--- src/rtl/lc3b_types.sv ---
// Shared LC-3b types: word, cache line and the L2 arbiter state encoding.
package lc3b_types;

  typedef logic [15:0]  lc3b_word;
  typedef logic [127:0] lc3b_line;

  typedef enum logic [1:0] {
    IDLE,
    GRANT_I,
    GRANT_D
  } arb_state_t;

endpackage

--- src/rtl/l2_arbiter.sv ---
// Two-client (I-cache / D-cache) arbiter in front of a single-port L2.
// Winner's request is latched at grant so L2 sees a stable payload.
module l2_arbiter
  import lc3b_types::*;
#(
  parameter int unsigned RR_ENABLE = 1
) (
  input  logic     clk,
  input  logic     rst_n,

  input  logic     icache_read,
  input  lc3b_word icache_address,
  output logic     icache_resp,
  output lc3b_line icache_rdata,

  input  logic     dcache_read,
  input  logic     dcache_write,
  input  lc3b_word dcache_address,
  input  lc3b_line dcache_wdata,
  output logic     dcache_resp,
  output lc3b_line dcache_rdata,

  output logic     L2_read,
  output logic     L2_write,
  output lc3b_word L2_address,
  output lc3b_line L2_wdata,
  input  logic     L2_resp,
  input  lc3b_line L2_rdata
);

  arb_state_t state;
  arb_state_t state_n;

  lc3b_word addr_q;
  lc3b_line wdata_q;
  logic     rd_q;
  logic     wr_q;
  logic     last_d;

  logic i_req;
  logic d_req;
  logic grant_i;
  logic grant_d;

  assign i_req = icache_read;
  assign d_req = dcache_read | dcache_write;

  always_comb begin
    state_n     = state;
    grant_i     = 1'b0;
    grant_d     = 1'b0;
    icache_resp = 1'b0;
    dcache_resp = 1'b0;
    unique case (state)
      IDLE: begin
        if (i_req && d_req) begin
          // round-robin favours whoever was not served last
          if (RR_ENABLE != 0 && last_d)
            grant_i = 1'b1;
          else
            grant_d = 1'b1;
        end else if (d_req) begin
          grant_d = 1'b1;
        end else if (i_req) begin
          grant_i = 1'b1;
        end
        if (grant_i) state_n = GRANT_I;
        if (grant_d) state_n = GRANT_D;
      end
      GRANT_I: begin
        icache_resp = L2_resp;
        if (L2_resp) state_n = IDLE;
      end
      GRANT_D: begin
        dcache_resp = L2_resp;
        if (L2_resp) state_n = IDLE;
      end
      default: state_n = IDLE;
    endcase
  end

  always_ff @(posedge clk or negedge rst_n) begin
    if (!rst_n) state <= IDLE;
    else        state <= state_n;
  end

  always_ff @(posedge clk or negedge rst_n) begin
    if (!rst_n) begin
      addr_q  <= '0;
      wdata_q <= '0;
      rd_q    <= 1'b0;
      wr_q    <= 1'b0;
      last_d  <= 1'b0;
    end else if (grant_i) begin
      addr_q  <= icache_address;
      wdata_q <= '0;
      rd_q    <= 1'b1;
      wr_q    <= 1'b0;
      last_d  <= 1'b0;
    end else if (grant_d) begin
      addr_q  <= dcache_address;
      wdata_q <= dcache_wdata;
      rd_q    <= ~dcache_write;
      wr_q    <= dcache_write;
      last_d  <= 1'b1;
    end else if (state != IDLE && L2_resp) begin
      rd_q    <= 1'b0;
      wr_q    <= 1'b0;
    end
  end

  assign L2_read      = rd_q;
  assign L2_write     = wr_q;
  assign L2_address   = addr_q;
  assign L2_wdata     = wdata_q;
  assign icache_rdata = L2_rdata;
  assign dcache_rdata = L2_rdata;

endmodule

--- config.mk ---
export PLATFORM = sky130hd
export DESIGN_NAME = l2_arbiter
export DESIGN_NICKNAME = d
export VERILOG_FILES = /design/src/rtl/lc3b_types.sv /design/src/rtl/l2_arbiter.sv
export SDC_FILE = /design/constraint.sdc
export NUM_CORES = 1
export LEC_CHECK = 0
export ABC_AREA = 1
export BUFFER_PORTS_ARGS = -buffer_cell sky130_fd_sc_hd__buf_2
export CAP_MARGIN = 0
export CELL_PAD_IN_SITES_DETAIL_PLACEMENT = 0
export CELL_PAD_IN_SITES_GLOBAL_PLACEMENT = 1
export CORE_AREA = 2 2 269 271
export DETAILED_ROUTE_END_ITERATION = 10
export DIE_AREA = 0 0 271 273
export PLACE_DENSITY_LB_ADDON = 0.1
export SYNTH_ARGS = -nofsm -noshare
export SYNTH_HDL_FRONTEND = slang
export SYNTH_SLANG_ARGS = --single-unit
--- constraint.sdc ---
create_clock -name clk -period 2.2 [get_ports clk]
set_input_delay 0.44 -clock clk [delete_from_list [all_inputs] [get_ports clk]]
set_output_delay 0.44 -clock clk [all_outputs]
set_load 0.1 [all_outputs]
==> impl_metrics.yaml <==
final_layout:
  seqCellArea_um2: 3730
  final_common_cell: "buf_2"
  design_area_um2: 9670
  stdcell_count: 1954
  drive_gt1_frac: 0.371
  final.fill_count: 8207
  finalNetCount: 1288
  fin_util: 0.136
  multi_input_area_um2: 2110
  final_cell_mix: "buf_2 (311), nand2_1 (290), nand3_1 (162)"
  syn_to_final_growth_pct: 19.4
  antenna_cells: 0
synthesis:
  synthesis.area_um2: 8100
  yosys_warnings: 0
  ys_ff_latch: 149
  yosysUniqueCellTypes: 15
  seq_area_frac_synth: 0.460
  avgSynthCellArea_um2: 8.57
  syn_inst: 945
  syn-num-nets: 1242
cts:
  cts_inserted_buffers: 17
  cts_tree: "yes"
  htree_num_levels: 4
  root_buffer: "clkbuf_16"
  clock_sinks: 149
  clk_pin_slew_ps: 80
  clk_path_buf_depth: 2
  cts_setup_buffers: 0
  clock_latency_ps: 490
sta:
  hold_viol: 0
  setup_viol: 0
  slew_violations: 0
  finalClockSkew_ps: 20.7
  slew_headroom: 0.610
  layout_min_cycle_time_ps: 2100
  rsz0062_at_grt: "no"
  fmax_mhz: 477
  tightest_slew_ps: 585
  finalCritPeriodShare: 0.953
  fin_tns_setup_ps: 0
routing:
  routedWlPerCell_um: 17.1
  via_count: 6127
  drtPass1Iterations: 4
  wl_mm: 33.4
  drtIter0Drc: 295
  viasPerCell: 3.14
  ant_nets: 0
  drc_errors: 0
floorplanning:
  num_rows: 98
  fp.dieW_um: 271
  initial_utilization: 0.114
  dieArea_um2: 74000
  core_um2: 71000
  dieHeight_um: 273
  io-pin-count: 698
min_path:
  hold_start: "dcache_wdata[119]"
  worstHoldPathCells: 3
  min_to: "L2_wdata[119]$_DFFE_PN0P_"
  hold_path_class: "input pin to flop"
worst_setup_path:
  rr_startpoint: "state[0]$_DFFE_PN0P_"
  cp.required_ps: 1760
  critPathLaunch: "state[1]$_DFFE_PN0P_"
  crit_path_max_fanout: 3
  start_kind: "flop"
  crit_path_end_kind: "output pin"
  regToRegSetupSlack_ps: 490
  reg2reg_depth: 7
  cp.arrival_ps: 1660
  rr_endpoint: "L2_wdata[74]$_DFFE_PN0P_"
  path_class: "flop to output pin"
placed_design:
  dpl.hpwl_mm: 23.1
  port-buffer-count: 313
  place_inst: 1921
  routabilityCongestion: 0.681
  dpl_cell_area_um2: 8960
global_routing:
  grt_usage: 0.0904
  antenna_found_initial: 3
  grt_pass1_vias: 6706
  grt_max_degree: 53
  grt_pass1_wl_mm: 48.2
  grt-ovfl-total: 0
status:
  outcome: "finished clean"
run:
  drv_cap: 0
==> timing repair <==
action	4_1_cts	5_1_grt
hold buffers	1	0
endpoints found under the hold margin	35	0
gates resized for setup	1	0
endpoints found under the setup margin	1	0
==> routing by layer <==
| metal | vias up | wire length, µm | global-route usage |
|---|---|---|---|
| met5 | - | 26 | 0 |
| met4 | 4 | 952 | 0.0420 |
| met3 | 74 | 2820 | 0.0431 |
| met2 | 285 | 16600 | 0.150 |
| met1 | 2932 | 13000 | 0.0970 |
| li1 | 2832 | - | - |
==> layout make-up <==
type | instances | share of cell area
clock buffer | 17 | 0.0440
sequential | 149 | 0.385
clock inverter | 15 | 0.0281
tap | 950 | 0.123
inverter | 10 | 0.00414
multi-input combinational | 477 | 0.218
timing repair buffer | 336 | 0.198
==> stage by stage <==
step           hold slack, ps  setup WS, ps
6_report                  148           103
5_1_grt                   116          15.1
3_5_place_dp              468           425
3_3_place_gp              477           409
4_1_cts                  86.5          23.7
2_1_floorplan             144           552
==> cells in the mapped netlist <==
master    number  area share
buf_2         29       0.018
buf_4        273        0.25
buf_6          4      0.0056
clkbuf_1       3      0.0014
dfrtp_1      149        0.46
ha_1           3      0.0046
inv_1          9      0.0042
inv_2          1     0.00046
nand2_1      290        0.13
nand3_1      163        0.10
nand3_2        1      0.0012
nand4_1       17       0.013
o21ai_0        1     0.00062
o21ai_4        1      0.0020
or2_2          1     0.00077
==> worst max path at each step <==
stage	end	slack [ps]
global route	icache_resp	20
detailed placement	L2_address[5]$_DFFE_PN0P_	430
floorplan	dcache_resp	550
global placement	L2_address[5]$_DFFE_PN0P_	410
finish	icache_resp	100
CTS	icache_resp	20
==> cells by family after synthesis <==
family          after synthesis  share of synthesized area
buf+inv                     319                      0.282
flops                       149                      0.460
compound gates                2                    0.00263
simple gates                472                      0.250
fa+ha+maj                     3                    0.00463
==> flip-flops by register name, summed over array words and instances, names as in the netlist <==
signal and cells:
L2_address 16, L2_read 1, L2_wdata 128, L2_write 1
last_d 1, state 2
==> worst max-delay path: stages, from the launching register on <==
cell,delay (ps)
dfrtp_1,400
inv_1,90
ha_1,150
nand2_1,50
inv_1,50
buf_2,440
Power is left out: the tool's default activity adds up to more than one toggle a clock period on the data nets, which glitch-free logic cannot reach.
